### src/rtl/muldiv_pkg.sv
// Shared constants for the MIPS HI/LO multiply/divide unit: op encodings, FSM states, default width.
// Optional build macro MULDIV_FAST_MUL_EN is consumed by muldiv_unit.
package muldiv_pkg;

   localparam int MULDIV_WIDTH = 32;

   localparam logic [1:0] OP_MULT  = 2'b00;
   localparam logic [1:0] OP_MULTU = 2'b01;
   localparam logic [1:0] OP_DIV   = 2'b10;
   localparam logic [1:0] OP_DIVU  = 2'b11;

   localparam logic [1:0] ST_IDLE = 2'd0;
   localparam logic [1:0] ST_RUN  = 2'd1;
   localparam logic [1:0] ST_FIX  = 2'd2;

   // Divide by zero: LO is filled with this bit, HI returns the dividend unchanged.
   localparam logic DIVZ_LO_FILL = 1'b1;

endpackage

### src/rtl/muldiv_if.sv
// Request/result bundle between the datapath (master) and the multiply/divide unit (slave).
interface muldiv_if
   import muldiv_pkg::*;
#(
   parameter int WIDTH = MULDIV_WIDTH
) ();

   logic             start;
   logic [1:0]       op;
   logic [WIDTH-1:0] srca;
   logic [WIDTH-1:0] srcb;
   logic             we_hi;
   logic             we_lo;
   logic [WIDTH-1:0] wd;
   logic             busy;
   logic             done;
   logic [WIDTH-1:0] hi;
   logic [WIDTH-1:0] lo;

   modport master (
      output start, op, srca, srcb, we_hi, we_lo, wd,
      input  busy, done, hi, lo
   );

   modport slave (
      input  start, op, srca, srcb, we_hi, we_lo, wd,
      output busy, done, hi, lo
   );

endinterface

### src/rtl/muldiv_iter.sv
// One combinational iteration: shift-add multiply step or restoring-divide step on a 2*WIDTH accumulator.
module muldiv_iter
   import muldiv_pkg::*;
#(
   parameter int WIDTH = MULDIV_WIDTH
) (
   input  logic                 mulMode_i,
   input  logic [2*WIDTH-1:0]   acc_i,
   input  logic [WIDTH-1:0]     operand_i,
   output logic [2*WIDTH-1:0]   acc_o
);

   logic [WIDTH:0] sum;
   logic [WIDTH:0] partial;
   logic [WIDTH:0] diff;

   // Multiply keeps the multiplier in the low half and shifts the product in from the top;
   // divide keeps {remainder, dividend/quotient} and shifts left one quotient bit per step.
   always_comb begin
      sum     = {1'b0, acc_i[2*WIDTH-1:WIDTH]} + (acc_i[0] ? {1'b0, operand_i} : '0);
      partial = {acc_i[2*WIDTH-1:WIDTH], acc_i[WIDTH-1]};
      diff    = partial - {1'b0, operand_i};
      if (mulMode_i) begin
         acc_o = {sum, acc_i[WIDTH-1:1]};
      end else if (!diff[WIDTH]) begin
         acc_o = {diff[WIDTH-1:0], acc_i[WIDTH-2:0], 1'b1};
      end else begin
         acc_o = {partial[WIDTH-1:0], acc_i[WIDTH-2:0], 1'b0};
      end
   end

endmodule

### src/rtl/muldiv_unit.sv
// Iterative MULT/MULTU/DIV/DIVU unit with architectural HI/LO registers.
// Define MULDIV_FAST_MUL_EN for single-cycle combinational multiplies (divide stays iterative).
module muldiv_unit
   import muldiv_pkg::*;
#(
   parameter int WIDTH = MULDIV_WIDTH
) (
   input  logic     clk,
   input  logic     rst_n,
   muldiv_if.slave  bus
);

   localparam int CW = $clog2(WIDTH) + 1;

   logic [1:0]         state_q, state_d;
   logic [CW-1:0]      count_q, count_d;
   logic [2*WIDTH-1:0] acc_q, acc_d;
   logic [WIDTH-1:0]   operand_q, operand_d;
   logic               divOp_q, divOp_d;
   logic               negA_q, negA_d;
   logic               negB_q, negB_d;
   logic [WIDTH-1:0]   hi_q, hi_d;
   logic [WIDTH-1:0]   lo_q, lo_d;
   logic               done_q, done_d;

   logic               divOp, signedOp;
   logic               signA, signB;
   logic [WIDTH-1:0]   magA, magB;
   logic [2*WIDTH-1:0] accStep;
   logic               negQ;
   logic [2*WIDTH-1:0] product;
   logic [WIDTH-1:0]   quo, rem;
   logic [WIDTH-1:0]   resHi, resLo;

   always_comb begin
      divOp    = 1'b0;
      signedOp = 1'b0;
      case (bus.op)
         OP_MULT:  begin divOp = 1'b0; signedOp = 1'b1; end
         OP_MULTU: begin divOp = 1'b0; signedOp = 1'b0; end
         OP_DIV:   begin divOp = 1'b1; signedOp = 1'b1; end
         OP_DIVU:  begin divOp = 1'b1; signedOp = 1'b0; end
         default:  begin divOp = 1'b0; signedOp = 1'b0; end
      endcase
      signA = signedOp & bus.srca[WIDTH-1];
      signB = signedOp & bus.srcb[WIDTH-1];
      magA  = signA ? -bus.srca : bus.srca;
      magB  = signB ? -bus.srcb : bus.srcb;
   end

   muldiv_iter #(.WIDTH(WIDTH)) u_iter (
      .mulMode_i (!divOp_q),
      .acc_i     (acc_q),
      .operand_i (operand_q),
      .acc_o     (accStep)
   );

   // Negating the remainder magnitude by the dividend sign also restores the original
   // dividend for divide-by-zero, since restoring division leaves it untouched in the top half.
   always_comb begin
      negQ    = negA_q ^ negB_q;
      product = negQ ? -acc_q : acc_q;
      quo     = acc_q[WIDTH-1:0];
      rem     = acc_q[2*WIDTH-1:WIDTH];
      if (divOp_q) begin
         resHi = negA_q ? -rem : rem;
         resLo = (operand_q == '0) ? {WIDTH{DIVZ_LO_FILL}} : (negQ ? -quo : quo);
      end else begin
         resHi = product[2*WIDTH-1:WIDTH];
         resLo = product[WIDTH-1:0];
      end
   end

   always_comb begin
      state_d   = state_q;
      count_d   = count_q;
      acc_d     = acc_q;
      operand_d = operand_q;
      divOp_d   = divOp_q;
      negA_d    = negA_q;
      negB_d    = negB_q;
      hi_d      = hi_q;
      lo_d      = lo_q;
      done_d    = 1'b0;
      case (state_q)
         ST_IDLE: begin
            if (bus.we_hi) hi_d = bus.wd;
            if (bus.we_lo) lo_d = bus.wd;
            if (bus.start) begin
               divOp_d = divOp;
               negA_d  = signA;
               negB_d  = signB;
               count_d = '0;
               state_d = ST_RUN;
               if (divOp) begin
                  acc_d     = {{WIDTH{1'b0}}, magA};
                  operand_d = magB;
               end else begin
                  acc_d     = {{WIDTH{1'b0}}, magB};
                  operand_d = magA;
               end
`ifdef MULDIV_FAST_MUL_EN
               if (!divOp) begin
                  acc_d   = {{WIDTH{1'b0}}, magA} * {{WIDTH{1'b0}}, magB};
                  state_d = ST_FIX;
               end
`endif
            end
         end
         ST_RUN: begin
            acc_d   = accStep;
            count_d = count_q + CW'(1);
            if (count_q == CW'(WIDTH - 1)) state_d = ST_FIX;
         end
         ST_FIX: begin
            hi_d    = resHi;
            lo_d    = resLo;
            done_d  = 1'b1;
            state_d = ST_IDLE;
         end
         default: state_d = ST_IDLE;
      endcase
   end

   always_ff @(posedge clk or negedge rst_n) begin
      if (!rst_n) begin
         state_q   <= ST_IDLE;
         count_q   <= '0;
         acc_q     <= '0;
         operand_q <= '0;
         divOp_q   <= 1'b0;
         negA_q    <= 1'b0;
         negB_q    <= 1'b0;
         hi_q      <= '0;
         lo_q      <= '0;
         done_q    <= 1'b0;
      end else begin
         state_q   <= state_d;
         count_q   <= count_d;
         acc_q     <= acc_d;
         operand_q <= operand_d;
         divOp_q   <= divOp_d;
         negA_q    <= negA_d;
         negB_q    <= negB_d;
         hi_q      <= hi_d;
         lo_q      <= lo_d;
         done_q    <= done_d;
      end
   end

   assign bus.busy = (state_q != ST_IDLE);
   assign bus.done = done_q;
   assign bus.hi   = hi_q;
   assign bus.lo   = lo_q;

endmodule

### src/flat_wrapper.sv
// flat-port wrapper written by rule: the top's interface ports become plain ports
module muldiv_unit_flat import muldiv_pkg::*;
#(
   parameter int WIDTH = MULDIV_WIDTH
)
  (clk, rst_n, bus_start, bus_op, bus_srca, bus_srcb, bus_we_hi, bus_we_lo, bus_wd, bus_busy, bus_done, bus_hi, bus_lo);
  muldiv_if #(.WIDTH(WIDTH)) bus_i ();
  input  logic clk;
  input  logic rst_n;
  input wire logic [$bits(bus_i.start)-1:0] bus_start;
  input wire logic [$bits(bus_i.op)-1:0] bus_op;
  input wire logic [$bits(bus_i.srca)-1:0] bus_srca;
  input wire logic [$bits(bus_i.srcb)-1:0] bus_srcb;
  input wire logic [$bits(bus_i.we_hi)-1:0] bus_we_hi;
  input wire logic [$bits(bus_i.we_lo)-1:0] bus_we_lo;
  input wire logic [$bits(bus_i.wd)-1:0] bus_wd;
  output wire logic [$bits(bus_i.busy)-1:0] bus_busy;
  output wire logic [$bits(bus_i.done)-1:0] bus_done;
  output wire logic [$bits(bus_i.hi)-1:0] bus_hi;
  output wire logic [$bits(bus_i.lo)-1:0] bus_lo;
  assign bus_i.start = bus_start;
  assign bus_i.op = bus_op;
  assign bus_i.srca = bus_srca;
  assign bus_i.srcb = bus_srcb;
  assign bus_i.we_hi = bus_we_hi;
  assign bus_i.we_lo = bus_we_lo;
  assign bus_i.wd = bus_wd;
  assign bus_busy = bus_i.busy;
  assign bus_done = bus_i.done;
  assign bus_hi = bus_i.hi;
  assign bus_lo = bus_i.lo;
  muldiv_unit #(.WIDTH(WIDTH)) u_core (.clk(clk), .rst_n(rst_n), .bus(bus_i));
endmodule
### config.mk
export PLATFORM = sky130hd
export DESIGN_NAME = muldiv_unit_flat
export DESIGN_NICKNAME = d
export VERILOG_FILES = /design/src/rtl/muldiv_pkg.sv /design/src/rtl/muldiv_if.sv /design/src/rtl/muldiv_iter.sv /design/src/rtl/muldiv_unit.sv /design/src/flat_wrapper.sv
export SDC_FILE = /design/constraint.sdc
export NUM_CORES = 1
export LEC_CHECK = 0
export ABC_CLOCK_PERIOD_IN_PS = 3300
export CAP_MARGIN = 5
export CORE_UTILIZATION = 40
export DETAILED_ROUTE_END_ITERATION = 8
export HOLD_SLACK_MARGIN = 0.02
export PLACE_DENSITY = 0.63
export SYNTH_ARGS = -nofsm -noshare
export SYNTH_HDL_FRONTEND = slang
export SYNTH_SLANG_ARGS = --single-unit
export TNS_END_PERCENT = 10
### constraint.sdc
create_clock -name clk -period 3.3 [get_ports clk]
set_clock_uncertainty 0.2 [all_clocks]
set_input_delay 0.66 -clock clk [delete_from_list [all_inputs] [get_ports clk]]
set_output_delay 0.66 -clock clk [all_outputs]
set_load 0.01 [all_outputs]
Word-level counts from Yosys, hierarchy flattened
Cells that the tools add are included.
{"block": "classes", "addsub": 8, "mux": 27, "n_eq_ne": 10, "bitwise_logic": 3, "reduce_logical": 15}
{"op": "32-bit 2-to-1 mux", "count": 12}
{"op": "64-bit 2-to-1 mux", "count": 4}
{"op": "32-bit negation", "count": 4}
{"op": "32-bit one-hot mux with 2 select lines", "count": 2}
{"op": "64-bit one-hot mux with 2 select lines", "count": 1}
{"op": "64-bit negation", "count": 1}
{"op": "32-bit by 33-bit adder with 33-bit output", "count": 1}
{"op": "33-bit by 32-bit subtractor with 33-bit output", "count": 1}
{"op": "32-bit logical NOT", "count": 1}
{"op": "6-bit one-hot mux with 2 select lines", "count": 1}
{"op": "2-bit AND reduction", "count": 5}
{"op": "2-bit OR reduction", "count": 4}
{"op": "6-bit by 1-bit adder with 6-bit output (second input constant)", "count": 1}
{"op": "2-bit equality test (second input constant)", "count": 3}
{"op": "6-bit by 5-bit equality test with 1-bit output (second input constant)", "count": 1}
{"op": "6-bit 2-to-1 mux", "count": 1}
{"op": "2-bit inequality test (second input constant)", "count": 3}
{"op": "2-bit nonzero test", "count": 3}
{"op": "2-bit by 1-bit equality test with 1-bit output (second input constant)", "count": 2}
{"op": "2-bit logical NOT", "count": 2}
{"op": "2-bit 2-to-1 mux", "count": 2}
{"op": "1-bit one-hot mux with 2 select lines", "count": 2}
{"op": "2-bit one-hot mux with 2 select lines", "count": 1}
{"op": "1-bit AND", "count": 2}
{"op": "other kinds (3)", "count": 3}
{"block": "totals", "ff_bits": 172, "word_cells": 73, "out_inout_bits": 66}

Longest topological paths before layout
Gate-level depths: netlist of the first run.
{"block": "depth", "word_depth": 8, "mapped_depth": 14, "ltp_nobuf": 13}

Modules after synthesis
A second synthesis of the first run with hierarchy kept.
{"block": "hier_totals", "cells_unflattened": 1984, "area_unflattened_um2": 15578.7}
{"module": "muldiv_unit", "seq_area_each_um2": 4304.1, "area_each_um2": 10968.0, "cells_per_inst": 1318, "n_inst": 1}
{"module": "muldiv_iter", "seq_area_each_um2": 0.0, "area_each_um2": 4610.7, "cells_per_inst": 666, "n_inst": 1}

Least setup slack after synthesis of the first run
OpenSTA, ideal clock, no wires.
{"block": "synth_timing", "path_kind": "flip-flop to flip-flop", "start": "reg u_core.acc_q[31]", "end": "reg u_core.acc_q[63]", "path_stages_with_launch": 15, "path_buffers": 2, "arrival_ps": 3264, "period_less_slack_ps": 3588, "required_ps": 2977, "setup_ps": 123, "path_slack_ps": -288, "path_cell_list": "dfrtp_1 > inv_1 > ha_1 > fa_1 > nand2b_1 > a21o_1 > a211o_1 > a311oi_1 > a41o_1 > xor2_1 > buf_2 > buf_2 > nand2_1 > mux2i_1 > nor2_1"}
{"block": "synth_between", "elab_chain_cells": 4}
{"element": "start, declared", "line": "muldiv_unit.sv:17", "source": "logic [2*WIDTH-1:0] acc_q, acc_d;"}
{"element": "start signal, assigned", "line": "muldiv_unit.sv:129", "source": "acc_q <= '0;"}
{"element": "start signal, assigned", "line": "muldiv_unit.sv:140", "source": "acc_q <= acc_d;"}
{"element": "33-bit by 32-bit subtractor with 33-bit output", "line": "muldiv_iter.sv:22", "source": "diff = partial - {1'b0, operand_i};"}
{"element": "64-bit 2-to-1 mux", "line": "muldiv_iter.sv:25", "source": "end else if (!diff[WIDTH]) begin"}
{"element": "64-bit 2-to-1 mux", "line": "muldiv_iter.sv:23", "source": "if (mulMode_i) begin"}
{"element": "64-bit one-hot mux with 2 select lines", "line": "muldiv_unit.sv:85", "source": "case (state_q)"}
No other way between the ends.
A chain may end at the register's enable or synchronous reset.

Worst setup path after layout of the first run
{"block": "layout_timing", "start": "reg u_core.acc_q[0]", "end": "reg u_core.acc_q[59]"}
{"block": "layout_between", "elab_chain_cells": 4}
{"element": "32-bit 2-to-1 mux", "line": "muldiv_iter.sv:20", "source": "sum = {1'b0, acc_i[2*WIDTH-1:WIDTH]} + (acc_i[0] ? {1'b0, operand_i} : '0);"}
{"element": "32-bit by 33-bit adder with 33-bit output", "line": "muldiv_iter.sv:20"}
{"element": "64-bit 2-to-1 mux", "line": "muldiv_iter.sv:23"}
{"element": "64-bit one-hot mux with 2 select lines", "line": "muldiv_unit.sv:85"}
No other way between the ends.

==> impl_metrics.ini, run 1 <==
[power]
combPwrFrac_pct = 72.8
seqPwrFrac_pct = 17.2
p_sw_mw = 9.83
internal_power_mw = 11.2
switching_share_pct = 46.7
clkPwrFrac_pct = 10.0
power_density_nw_per_um2 = 1040
p_leak_nw = 8.73
vdd.ir_drop.worst_uv = 531
finalPower_mw = 21.0

[status]
status = finished with violations
violations = negative setup slack

[placement]
place_inst = 2737
numPortBuffers = 168
dp_slack_ns = -0.444
placed_area_um2 = 19300
dpl.hpwl_um = 46300
finalWeightedCongestion = 0.973

[worst_setup_path]
crit_buf_inv = 2
start_kind = flip-flop
crit_top_cell = o31a_1
crit_family = compound AO/OA/AOI/OAI gates
cp-endpoint = u_core.acc_q[59]
crit_slowest_cell = a2111oi_4
r2r-end = u_core.acc_q[59]
crit_type = reg -> reg
crit_chain = buf_4, and2_1, ha_2, inv_2, fa_2, nor2b_2, o31a_1, o21a_1, o31a_1, a2111oi_4, nor2_1, xor2_1, o21ai_1, a21oi_1
worstReg2RegStart = u_core.acc_q[0]
worstPathMaxFanout = 3
endpoint_kind = flip-flop
reg2reg_slack_ns = -0.07
required_ns = 3.49
worst_ep_arrival_time_ns = 3.55
slowest_delay_ns = 0.53
ff2ff_path_depth = 14
cp.depth = 14
critPathLaunch = u_core.acc_q[0]

[global_routing]
grt_pass1_wl_um = 89900
grt_pass1_vias = 15800
grt_overflow = 0
grt_start_max_net_pins = 74
track_usage_pct = 30.6
antenna_found_initial = 0

[detailed_routing]
route.detailed.drc = 0
dr_total_vias = 16400
ant_nets = 0
wl_um = 58200
first_pass_iters = 5
viasPerCell = 5.91
drt_iter0_markers = 1506
wl_per_cell_um = 21.0

[sta]
max_clock_freq_mhz = 297
rsz0062_at_grt = true
min_period_over_period_pct = 102
finalHoldViolCount = 0
fin_ws_ns = -0.0652
relSlewSlack_pct = 26.1
timing.hold.ws_ns = 0.279
setup_violations = 10
finalMaxSlewViolations = 0
min_period_ns = 3.37
timing.setup.tns_ns = -0.304
tightestPinTransition_ns = 1.10

[clock_network]
clock_latency_ns = 0.46
cts.sink_count = 172
cts_max_level = 4
cts-buffers-inserted = 17
root_buffer = clkbuf_16
cts.clk_slew.worst_paths_ns = 0.09
cts_tree = built
ctsLongestPathBuffers = 2

[floorplan]
die_y_um = 195
die_x_um = 195
fp-row-count = 70
die-area_um2 = 37900
core-area_um2 = 36500
ios = 169
initial_core_util_pct = 40.6

[synthesis]
syn_area_per_cell_um2 = 7.86
synthFlopType = dfrtp_1
synth.distinct_cells = 74
syn_nets = 2062
synth_edf_count = 0
synth-seq-cells = 172
ys_seq_area_share_pct = 29.0
ys_warn_count = 0
syn_area_um2 = 14800
ys_async_sr_fraction_pct = 100
synthesis.instances = 1888

[layout]
antennaDiodeCount = 0
drive_above_1_share_pct = 19.4
multiInputGateArea_um2 = 10200
layout_common_cells = buf_4 (321), o21ai_0 (202), nand2_1 (185), dfrtp_1 (169), clkdlybuf4s50_1 (166)
layout.area.seq_um2 = 4310
final_common_cell = buf_4
syn2layout_area_growth_pct = 36.9
instances_no_fill = 2777
finish.utilization_pct = 55.6
layout.nets = 2470
final_area_um2 = 20300
nFillCells = 3381

[hold_path]
hold-path-cell-count = 2
min_path_type = reg -> reg

[run]
cap_violations = 0
## layer usage
metal / part of all wire (%) / up-vias / global-route usage [%]
li1: - / 7731 / -
met1: 44 / 7905 / 41.3
met2: 46 / 667 / 49.3
met3: 6.7 / 109 / 4.11
met4: 3.8 / 0 / 12.2
met5: 0 / - / 0
## synth_stat cells, types with 4 or more instances
cell type,number,area [um2]
a21boi_0,4,30.0
or3_1,33,206
o22ai_1,42,263
nor2_1,158,593
nand2b_1,18,113
ha_1,69,863
inv_1,59,221
o21a_1,15,113
a22oi_1,35,263
clkbuf_1,99,372
dfrtp_1,172,4300
a21oi_1,149,746
a31oi_1,18,113
o21bai_1,4,30.0
or4_1,8,60.1
nor4_1,25,156
o221ai_1,9,78.8
and3_1,14,87.6
buf_1,14,52.6
nor3_1,30,150
xor2_1,82,718
a311oi_1,8,70.1
nand2_1,186,698
o211ai_1,27,203
a21o_1,25,188
mux2_2,4,45.0
buf_2,5,25.0
o31ai_1,27,203
a211oi_1,40,300
or2_2,5,31.3
nand3_1,28,140
o21ai_0,213,1070
o41ai_1,9,78.8
xnor2_1,93,815
mux2i_1,62,621
and2_1,10,62.6
nor2b_1,15,93.8
nand4_1,16,100
## how the worst min path moves through the flow
stage                 startpoint           endpoint  slack, ns
2_1_floorplan              rst_n    u_core.acc_q[0]       0.16
3_3_place_gp   u_core.bus.lo[25]  u_core.bus.lo[25]       0.26
3_5_place_dp   u_core.bus.lo[29]  u_core.bus.lo[29]       0.27
4_1_cts        u_core.bus.lo[29]  u_core.bus.lo[29]       0.29
5_1_grt         u_core.bus.lo[4]   u_core.bus.lo[4]       0.31
6_report       u_core.bus.hi[25]  u_core.bus.hi[25]       0.28
## cells by family (layout without fill, tap and decap cells)
family                     Yosys count  in the layout  share of synthesized area [%]
and+or+nand+nor                    561            561                           17.8
muxes                               66             66                           4.48
adders and majority gates           71             71                           6.09
buffers and inverters              178            599                           4.54
xor gates and xnor gates           175            175                           10.3
DFF                                172            172                           29.0
AOI/OAI and AO/OA                  665            665                           27.8
## timing repair
item / 4_1_cts / 5_1_grt
pin swaps: 14 / 13
hold buffers: 1 / 0
gates resized for setup: 38 / 42
buffers inserted: 1 / 7
setup endpoints to repair: 37 / 49
cloned: 0 / 1
hold endpoints to repair: 31 / 0
## flip-flops by register name, indices dropped and copies added, names as in the netlist
name	cells
u_core.negA_q	1
u_core.operand_q	32
u_core.count_q	6
u_core.acc_q	64
u_core.bus.hi	32
u_core.state_q	2
u_core.bus.done	1
u_core.divOp_q	1
u_core.bus.lo	32
u_core.negB_q	1
## area by class of cell
class | count | share of cell area [%]
inverter | 60 | 1.11
tap | 468 | 2.88
clock inverter | 13 | 0.714
multi-input combinational | 1538 | 50.3
timing repair buffer | 507 | 21.6
sequential | 172 | 21.2
clock buffer | 19 | 2.23
## power by group through the flow
stage / clock network, mW / registers (mW) / logic, mW
6_report: 2.10 / 3.62 / 15.3
3_5_place_dp: 0 / 3.62 / 14.3
4_1_cts: 2.11 / 3.59 / 14.6
3_3_place_gp: 0 / 3.60 / 14.0
2_1_floorplan: 0 / 3.76 / 7.99
5_1_grt: 2.19 / 3.70 / 16.5
## worst min-delay path: stages, from the launching register on
cell and delay [ns]:
dfrtp_1 0.34, nand2_1 0.04, o21ai_0 0.06
Note: power is estimated with default switching activity, not from simulation.
==> run 2: changes to the inputs <==
PLACE_DENSITY = default   (was 0.63)
==> run 2 against run 1 <==
The flow still finishes with violations (negative setup slack). Sequential share of layout area down 0.12 points. Hold slack got worse by 0.26 ns. Register-to-register slack got worse by 0.14 ns. Total power up 1.0%. Global-route usage grew 0.42 points. Utilization is 0.28 points higher. Highest routed layer unchanged.
==> impl_metrics.ini, run 2 (synthesized netlist as in run 1, its figures left out) <==
[worst_setup_path]
r2r-end = u_core.acc_q[61]
cp-endpoint = u_core.acc_q[61]
endpoint_kind = flip-flop
crit_buf_inv = 3
crit_family = compound AO/OA/AOI/OAI gates
start_kind = flip-flop
cp.depth = 15
worstPathMaxFanout = 3
crit_type = reg -> reg
worstReg2RegStart = u_core.operand_q[0]
reg2reg_slack_ns = -0.20
ff2ff_path_depth = 15
slowest_delay_ns = 0.41
critPathLaunch = u_core.operand_q[0]
crit_slowest_cell = dfrtp_1
worst_ep_arrival_time_ns = 3.65
required_ns = 3.45
crit_chain = buf_4, and2_1, ha_1, inv_1, fa_1, nor2b_1, o31a_1, o21a_1, buf_4, o21ai_0, o211ai_1, a31oi_2, xnor2_1, o21ai_0, a211oi_1

[hold_path]
min_path_type = in -> async

[power]
power_density_nw_per_um2 = 1040
vdd.ir_drop.worst_uv = 498
finalPower_mw = 21.3
p_leak_nw = 8.82

[status]
violations = negative setup slack
status = finished with violations

[layout]
final_common_cell = buf_4
instances_no_fill = 2807
finish.utilization_pct = 55.9
layout_common_cells = buf_4 (353), o21ai_0 (186), nand2_1 (184), dfrtp_1 (171), clkdlybuf4s50_1 (166)
drive_above_1_share_pct = 20.1
layout.nets = 2499
largest_reg_flops = 64
syn2layout_area_growth_pct = 37.5
nFillCells = 3396
regMostFlops = u_core.acc_q

[placement]
place_inst = 2763
finalWeightedCongestion = 0.965
numPortBuffers = 168
dpl.hpwl_um = 47500

[detailed_routing]
dr_total_vias = 16600
wl_per_cell_um = 21.2
wl_um = 59400
first_pass_iters = 5
route.detailed.drc = 0
drt_iter0_markers = 1383
ant_nets = 0
viasPerCell = 5.90

[clock_network]
clock_latency_ns = 0.45
cts.clk_slew.worst_paths_ns = 0.08
ctsLongestPathBuffers = 2
cts.sink_count = 172
root_buffer = clkbuf_16
cts_tree = built
cts-buffers-inserted = 17
cts_max_level = 4
cts_hold_buffers = 0

[sta]
max_clock_freq_mhz = 286
min_period_over_period_pct = 106
tightestPinTransition_ns = 1.26
finalHoldViolCount = 0
timing.hold.ws_ns = 0.0207
min_period_ns = 3.50
relSlewSlack_pct = 15.3
setup_violations = 30
timing.setup.tns_ns = -1.97
rsz0062_at_grt = true
finalMaxSlewViolations = 0
fin_ws_ns = -0.202

[global_routing]
grt_pass1_vias = 16000
grt_overflow = 0
grt_pass1_wl_um = 91000
grt_start_max_net_pins = 90
track_usage_pct = 31.0
antenna_found_initial = 1

[floorplan]
die_x_um = 195
fp-row-count = 70
core-area_um2 = 36500
die-area_um2 = 37900
initial_core_util_pct = 40.6
die_y_um = 195
ios = 169

[run]
cap_violations = 0
-- run 2: where the power goes --
part           internal, mW  total (mW)  switching [mW]
clock                  1.01        2.04            1.03
combinational          7.40        15.6            8.21
sequential             2.93        3.61           0.680
total                  11.3        21.3            9.92
-- run 2: worst reg2reg max path: stages, from the launching register on --
cell and delay (ns):
dfrtp_1 0.41, buf_4 0.16, and2_1 0.15, ha_1 0.19, inv_1 0.07, fa_1 0.19, nor2b_1 0.07, o31a_1 0.32
o21a_1 0.23, buf_4 0.15, o21ai_0 0.17, o211ai_1 0.26, a31oi_2 0.26, xnor2_1 0.14, o21ai_0 0.15, a211oi_1 0.30
-- run 2: worst min path at each step --
| stage | end | start | cells after the start | slack (ns) |
|---|---|---|---|---|
| global route | u_core.bus.lo[7] | rst_n | 1 | 0.05 |
| CTS | u_core.bus.lo[15] | rst_n | 1 | 0.04 |
| global placement | u_core.bus.lo[25] | u_core.bus.lo[25] | 2 | 0.26 |
| detailed placement | u_core.bus.lo[30] | u_core.bus.lo[30] | 2 | 0.27 |
| finish | u_core.bus.lo[15] | rst_n | 1 | 0.02 |
| floorplan | u_core.acc_q[0] | rst_n | 0 | 0.16 |
-- run 2: per-stage QoR --
stage	area (um2)	worst slack (ns)
6_report	20400	-0.202
5_1_grt	20400	-0.307
4_1_cts	20200	-0.147
3_5_place_dp	19500	-0.371
3_3_place_gp	19500	-0.380
2_1_floorplan	14900	-0.0598
-- run 2: layout make-up --
type                       count  area (um2)  share of cell area [%]
multi-input combinational   1538       10100                    49.7
timing repair buffer         536        4580                    22.4
sequential                   172        4310                    21.1
tap                          468         586                    2.87
clock buffer                  17         425                    2.08
inverter                      60         228                    1.12
clock inverter                15         155                   0.760
antenna                        1        2.50                  0.0123
-- run 2: routing by layer --
metal	GRT usage, %	vias to the layer above	part of all wire, %
li1	-	7798	-
met1	41.3	7961	44
met2	50.1	677	45
met3	3.78	123	6.6
met4	14.3	0	4.6
met5	0	-	0
-- run 2: repair_timing --
item,in CTS,in global routing
buffers inserted,6,4
endpoints found under the setup margin,36,56
pin swaps,9,15
cloned,0,1
resized for setup,23,57
